**src/rtl/shift_unit_seq.sv**
```systemverilog
// Multi-cycle shift/rotate unit: SRA, RRC, LSR, LSL on a word or low-byte lane,
// up to STEP bits per cycle, producing {V,N,Z,C}.
module shift_unit_seq #(
  parameter int unsigned WORD = 16,
  parameter int unsigned STEP = 1
) (
  input  logic                    clk,
  input  logic                    rst_n,
  input  logic                    start,
  input  logic [1:0]              op,
  input  logic                    byte_mode,
  input  logic [$clog2(WORD):0]   amount,
  input  logic [3:0]              status_in,
  input  logic [WORD-1:0]         in,
  output logic                    busy,
  output logic                    done,
  output logic [WORD-1:0]         out,
  output logic [3:0]              status_out
);

  localparam int unsigned AW = $clog2(WORD) + 1;
  localparam logic [AW-1:0] StepW = AW'(STEP);

  localparam logic [1:0] OpSra = 2'b00;
  localparam logic [1:0] OpRrc = 2'b01;
  localparam logic [1:0] OpLsl = 2'b11;

  typedef enum logic [1:0] {StIdle, StShift, StDone} state_e;

  state_e          state_q, state_d;
  logic [1:0]      op_q, op_d;
  logic            bm_q, bm_d;
  logic [WORD-1:0] val_q, val_d;
  logic            c_q, c_d;
  logic [AW-1:0]   rem_q, rem_d;
  logic [WORD-1:0] out_q, out_d;
  logic [3:0]      status_q, status_d;

  logic [AW-1:0]   k;
  logic [WORD-1:0] sh_v;
  logic            sh_c;
  logic            lane_zero;
  logic            lane_msb;

  // One 1-bit step on the active lane; returns {carry_out, value}. Bits above the
  // byte lane pass through untouched.
  function automatic logic [WORD:0] shift1(input logic [WORD-1:0] v, input logic c,
                                           input logic [1:0] o, input logic bm);
    logic [WORD-1:0] r;
    logic            co;
    logic            msb;
    logic            fill;
    msb = bm ? v[7] : v[WORD-1];
    case (o)
      OpSra:   fill = msb;
      OpRrc:   fill = c;
      default: fill = 1'b0;
    endcase
    if (o == OpLsl) begin
      co = msb;
      r  = bm ? {v[WORD-1:8], v[6:0], 1'b0} : {v[WORD-2:0], 1'b0};
    end else begin
      co = v[0];
      r  = bm ? {v[WORD-1:8], fill, v[7:1]} : {fill, v[WORD-1:1]};
    end
    return {co, r};
  endfunction

  always_comb begin
    k = (rem_q < StepW) ? rem_q : StepW;
    sh_v = val_q;
    sh_c = c_q;
    for (int unsigned i = 0; i < STEP; i++) begin
      if (i < 32'(k)) {sh_c, sh_v} = shift1(sh_v, sh_c, op_q, bm_q);
    end
    lane_zero = bm_q ? (sh_v[7:0] == 8'd0) : (sh_v == '0);
    lane_msb  = bm_q ? sh_v[7] : sh_v[WORD-1];
  end

  always_comb begin
    state_d  = state_q;
    op_d     = op_q;
    bm_d     = bm_q;
    val_d    = val_q;
    c_d      = c_q;
    rem_d    = rem_q;
    out_d    = out_q;
    status_d = status_q;
    case (state_q)
      StIdle, StDone: begin
        state_d = StIdle;
        if (start) begin
          op_d  = op;
          bm_d  = byte_mode;
          val_d = in;
          c_d   = status_in[0];
          rem_d = amount;
          if (amount == '0) begin
            // Zero count is a pure pass-through of operand and flags.
            out_d    = in;
            status_d = status_in;
            state_d  = StDone;
          end else begin
            state_d = StShift;
          end
        end
      end
      StShift: begin
        val_d = sh_v;
        c_d   = sh_c;
        rem_d = rem_q - k;
        if (rem_d == '0) begin
          out_d    = sh_v;
          status_d = {1'b0, lane_msb, lane_zero, sh_c};
          state_d  = StDone;
        end
      end
      default: state_d = StIdle;
    endcase
  end

  always_ff @(posedge clk) begin
    if (!rst_n) begin
      state_q  <= StIdle;
      op_q     <= 2'b00;
      bm_q     <= 1'b0;
      val_q    <= '0;
      c_q      <= 1'b0;
      rem_q    <= '0;
      out_q    <= '0;
      status_q <= 4'b0000;
    end else begin
      state_q  <= state_d;
      op_q     <= op_d;
      bm_q     <= bm_d;
      val_q    <= val_d;
      c_q      <= c_d;
      rem_q    <= rem_d;
      out_q    <= out_d;
      status_q <= status_d;
    end
  end

  assign busy       = (state_q == StShift);
  assign done       = (state_q == StDone);
  assign out        = out_q;
  assign status_out = status_q;

endmodule

```
**config.mk**
```make
export PLATFORM = sky130hd
export DESIGN_NAME = shift_unit_seq
export DESIGN_NICKNAME = d
export VERILOG_FILES = /design/src/rtl/shift_unit_seq.sv
export SDC_FILE = /design/constraint.sdc
export NUM_CORES = 1
export LEC_CHECK = 0
export CORE_ASPECT_RATIO = 0.75
export CORE_MARGIN = 10
export CORE_UTILIZATION = 50
export DETAILED_ROUTE_END_ITERATION = 10
export PLACE_DENSITY = 0.78
export SLEW_MARGIN = 5
export SYNTH_ARGS = -nofsm -noshare
export SYNTH_HDL_FRONTEND = slang
export SYNTH_SLANG_ARGS = --single-unit
```
**constraint.sdc**
```tcl
create_clock -name clk -period 6.7 [get_ports clk]
set_input_delay 1.005 -clock clk [delete_from_list [all_inputs] [get_ports clk]]
set_output_delay 1.005 -clock clk [all_outputs]
set_load 0.05 [all_outputs]
```
==> results.toml, run 1 <==
[run_status]
status = "completed"

[critical_path]
crit_start = "amount[2]"
cp.arrival_ns = 3.37
crit_type = "in -> reg"
r2r_start = "rem_q[3]$_SDFFE_PN0P_"
worst-path-max-fanout = 31
reg2reg_depth = 7
end_kind = "flop"
critPathRequiredTime_ns = 6.89
cp-start-kind = "primary input"

[drt]
vias = 2521
drc = 0
routed_via_density = 5.99
dr.pass1.iters = 4
drt_iter0_drc = 241
drtAntennaViolNets = 0
drt-total-wl_mm = 6.82
wl_per_cell_um = 16.2

[sta]
min_period_ns = 3.17
fin_worst_skew_ns = 0.00884
finalSetupViolations = 0
clock.fmax_mhz = 315
finalMaxSlewViolations = 0
setup_tns_ns = 0
hold_viol = 0
period_share_pct = 47.4
slew-limit-headroom_pct = 33.8
tightest_slew_ns = 0.992
hold_ws_ns = 0.454
setup_ws_ns = 3.53
rsz0062_at_grt = "false"

[power_and_ir_drop]
power.density_nw_per_um2 = 268
ir_worst_vdd_mv = 0.188
leakage_nw = 1.11

[clock_tree]
clock-sinks = 47
numCtsBuffers = 5
clockRootBuffer = "clkbuf_8"
clk_latency_ns = 0.29
cts_hold_buffers = 0
cts.clk_slew.worst_paths_ns = 0.09
cts_tree = "yes"
htreeDepth = 2
clock_path_buffers = 2
post-cts-setup-buffers = 0
cts_resized = 0

[floorplanning]
fp.dieH_um = 81.8
start_util_pct = 52.0
ioPinCount = 53
die-area_sq_um = 8380
dieWidth_um = 102
rows = 22
core_sq_um = 4900

[place]
hpwl_mm = 4.87
place_ws_ns = 3.19
place_area_sq_um = 3040
gp_congestion = 0.831
port-buffer-count = 52

[yosys]
yosysTopAreaCellShare_pct = 37.0
syn_area_sq_um = 2550
synthFlopType = "dfxtp_1"
synth_edf_count = 0
postSynth.asyncResetShare_pct = 0
ys_ff_latch = 47
syn-num-nets = 360
avgSynthCellArea_sq_um = 7.76
syn_inst = 328
synth_area_leaders = "dfxtp_1 (37%), a21oi_1 (7.9%), nand2_1 (6.2%), a211oi_1 (4.4%), nor2_1 (4.3%)"
synth_top_area_cell = "dfxtp_1"
ys_types = 52
ys_warn_count = 0
ys_seq_area_share_pct = 37.0
ys_top_cells_by_count = "dfxtp_1 (47), nand2_1 (42), a21oi_1 (40), nor2_1 (29), clkbuf_1 (21)"
yosysMostFrequentCell = "dfxtp_1"

[final_layout]
final_cell_area_sq_um = 3130
area_growth_pct = 22.8
layout-drive-gt1-share_pct = 6.93
fin_util_pct = 63.8
antennaDiodeCount = 0
final_nets = 393

[grt]
antenna_found_initial = 0
grt_use_total_pct = 16.5
first_global_vias = 2404
grt_max_degree = 32
grt_overflow = 0
grt_pass1_wl_mm = 11.4

[worst_hold_path]
hold_start = "out[0]$_SDFFE_PN0P_"
hold_path_class = "reg -> reg"
whs_path_depth = 2

[job]
cap_violations = 0
per-stage QoR:
| stage | total power, W | std cells |
|---|---|---|
| finish | 0.000837 | 421 |
| global route | 0.000891 | 421 |
| CTS | 0.000838 | 421 |
| detailed placement | 0.000669 | 414 |
| global placement | 0.000663 | 414 |
| floorplan | 0.000579 | 328 |
worst paths after layout:
kind / to / slack, ns
worst min-delay path: out[0]$_SDFFE_PN0P_ / 0.45
worst max register to register: status_out[2]$_SDFFE_PN0P_ / 3.95
worst max-delay path: status_out[2]$_SDFFE_PN0P_ / 3.53
worst min register to register: out[0]$_SDFFE_PN0P_ / 0.45
per-layer routing:
metal	part of all wire, %	up-vias	global-route usage, %	wire length, um
met5	0	-	0	0
met4	0.50	0	3.09	34
met3	8.5	5	4.70	580
met2	44	90	26.4	3000
met1	47	1144	21.7	3210
li1	-	1282	-	-
cells in the final DEF (no fill, tap or decap), drive strengths merged, types with 2 or more instances in the layout:
cell type      count
mux2i              6
clkinv             3
nand2b             2
o211ai             2
and3               5
a211o              4
nor4               7
nor3              12
a21oi             41
inv                4
nand3             14
a31oi              2
a221oi             3
or4                3
mux2               6
nor2b              2
clkbuf             6
or3                4
dfxtp             47
a211oi            15
o31a               4
a311oi             7
o21ai             18
nor2              29
a2111oi            2
clkdlybuf4s50     52
nand2             42
power breakdown:
| part | internal [W] | switching (W) | total (W) |
|---|---|---|---|
| registers | 0.000314 | 0.0000435 | 0.000357 |
| clock network | 0.0000811 | 0.0000912 | 0.000172 |
| logic | 0.000122 | 0.000185 | 0.000307 |
| total | 0.000517 | 0.000320 | 0.000837 |
worst max-delay path, cell delays in order:
cell,delay (ns)
clkdlybuf4s50_1,0.44
or4_4,0.55
or3_4,0.35
nand2_1,0.66
nand2_1,0.10
o221a_2,0.25
flip-flops by register name, summed over array words and instances (netlist names):
| name | cells |
|---|---|
| c_q | 1 |
| out | 16 |
| status_out | 4 |
| rem_q | 5 |
| val_q | 16 |
| op_q | 2 |
| bm_q | 1 |
| state_q | 2 |
final cells by class:
cell class	instances	area (sq um)
sequential	47	941
fill	453	1770
multi-input combinational	248	1470
tap	60	75.1
timing repair buffer	53	528
inverter	6	22.5
clock inverter	1	5.00
clock buffer	6	82.6
logic make-up after synthesis:
| kind of cell | synth area share (%) |
|---|---|
| compound gates | 28.7 |
| fa+ha+maj | 0.491 |
| buf+inv | 5.26 |
| flops | 37.0 |
| mux | 5.01 |
| simple gates | 23.5 |
(Power assumes the default switching activity.)
==> run 2, diff against run 1 <==
- CORE_UTILIZATION: 50 -> 46
- PLACE_DENSITY: 0.78 -> 0.76
- clock period: 6.7 -> 2.6 ns (I/O delays scaled with it)
==> results.toml, run 2 (same netlist as run 1, synthesis figures left out) <==
[run_status]
status = "completed"

[drt]
routed_via_density = 5.85
drtAntennaViolNets = 0
drt_iter0_drc = 313
dr.pass1.iters = 4
vias = 2615
wl_per_cell_um = 15.4
drt-total-wl_mm = 6.90
drc = 0

[critical_path]
worst-path-max-fanout = 9
rrSetupSlack_ns = 0.32
end_kind = "flop"
path_cells = "or3_1 -> o21bai_1 -> ha_1 -> nand4_1 -> and2_4 -> or3_4 -> a21oi_2"
r2r_start = "rem_q[1]$_SDFFE_PN0P_"
path_buf_inv = 0
cp-start-kind = "flop"
reg2reg_depth = 7
critPathMaxStageDelay_ns = 0.43
critical_path.top_delay_family = "simple AND/OR/NAND/NOR gates"
crit_slowest_cell = "or3_1"
critPathRequiredTime_ns = 2.84
cp.arrival_ns = 2.52
crit_type = "reg -> reg"
r2r-end = "status_out[0]$_SDFFE_PN0P_"

[floorplanning]
start_util_pct = 47.6
rows = 23
dieWidth_um = 106
die-area_sq_um = 8940
core_sq_um = 5350
fp.dieH_um = 84.4
ioPinCount = 53

[clock_tree]
clockRootBuffer = "clkbuf_8"
htreeDepth = 2
post-cts-setup-buffers = 0
clk_latency_ns = 0.30
cts_tree = "yes"
cts.clk_slew.worst_paths_ns = 0.08
clock_path_buffers = 2
clock-sinks = 47
numCtsBuffers = 5
cts_resized = 0
cts_hold_buffers = 0

[final_layout]
nFillCells = 505
area_growth_pct = 26.8
layout-drive-gt1-share_pct = 9.68
final_cells = 447
final_nets = 405
fin_util_pct = 60.3
antennaDiodeCount = 0
final_cell_mix = "clkdlybuf4s50_1 (51), dfxtp_1 (47), nand2_1 (42)"
final_common_cell = "clkdlybuf4s50_1"
final_cell_area_sq_um = 3230

[place]
place_inst = 441
gp_congestion = 0.902
place_area_sq_um = 3160
port-buffer-count = 52
hpwl_mm = 5.00

[power_and_ir_drop]
ir_worst_vdd_mv = 0.330
power.density_nw_per_um2 = 669
leakage_nw = 1.16

[job]
cap_violations = 0

[sta]
finalMaxSlewViolations = 0
finalSetupViolations = 0
hold_ws_ns = 0.457
fin_worst_skew_ns = 0.00647
hold_viol = 0
rsz0062_at_grt = "false"
slew-limit-headroom_pct = 53.7
setup_tns_ns = 0
period_share_pct = 87.6
tightest_slew_ns = 0.677
clock.fmax_mhz = 439
min_period_ns = 2.28

[worst_hold_path]
worst_hold_path.endpoint = "status_out[3]$_SDFFE_PN0P_"
hold_start = "status_out[3]$_SDFFE_PN0P_"
whs_path_depth = 2
hold_path_class = "reg -> reg"

[grt]
grt_max_degree = 32
first_global_vias = 2344
grt_pass1_wl_mm = 11.6
antenna_found_initial = 0
grt_use_total_pct = 15.2
grt_overflow = 0
-- run 2: changes by cell type in the layout (fill, tap and decap cells not counted) --
cell	change
clkbuf_8	-1
buf_4	+12
clkbuf_1	+1
clkdlybuf4s50_1	-1
clkinv_2	-1
buf_12	+1
-- run 2: how the worst max path moves through the flow --
stage                     slack [ns]                    endpoint  cells past startpoint                  start
after floorplan                 0.38  status_out[0]$_SDFFE_PN0P_                      9  rem_q[1]$_SDFFE_PN0P_
after global placement          0.15  status_out[0]$_SDFFE_PN0P_                      6              amount[2]
after detailed placement        0.11  status_out[0]$_SDFFE_PN0P_                      6              amount[2]
after CTS                       0.34  status_out[0]$_SDFFE_PN0P_                      7  rem_q[1]$_SDFFE_PN0P_
after global routing            0.17  status_out[0]$_SDFFE_PN0P_                      7  rem_q[1]$_SDFFE_PN0P_
final                           0.32  status_out[0]$_SDFFE_PN0P_                      7  rem_q[1]$_SDFFE_PN0P_
-- run 2: per-stage QoR --
stage	total power, W	setup slack [ns]
4_1_cts	0.00216	0.344
5_1_grt	0.00230	0.171
3_3_place_gp	0.00175	0.145
2_1_floorplan	0.00149	0.384
3_5_place_dp	0.00176	0.108
6_report	0.00216	0.323
-- run 2: worst min-delay path, cell delays in order, from the launching register on --
cell and delay, ns:
dfxtp_1 0.32, nand2_1 0.05, a21oi_1 0.05
-- run 2: final cells by class --
| type | count | area (sq um) | area share, % |
|---|---|---|---|
| sequential | 47 | 941 | 29.1 |
| tap | 75 | 93.8 | 2.91 |
| inverter | 6 | 22.5 | 0.697 |
| timing repair buffer | 65 | 628 | 19.4 |
| clock buffer | 6 | 72.6 | 2.25 |
| multi-input combinational | 248 | 1470 | 45.6 |
-- run 2: power breakdown --
group,internal (W),total [W],switching (W)
Clock,0.000180,0.000409,0.000230
Combinational,0.000348,0.000845,0.000497
Sequential,0.000808,0.000905,0.0000969
-- run 2: layer usage --
metal	track usage (%)	wire (um)	vias to the layer above
li1	-	-	1316
met1	21.3	3310	1196
met2	21.8	2990	96
met3	4.73	531	7
met4	3.80	61	0
met5	0	0	-
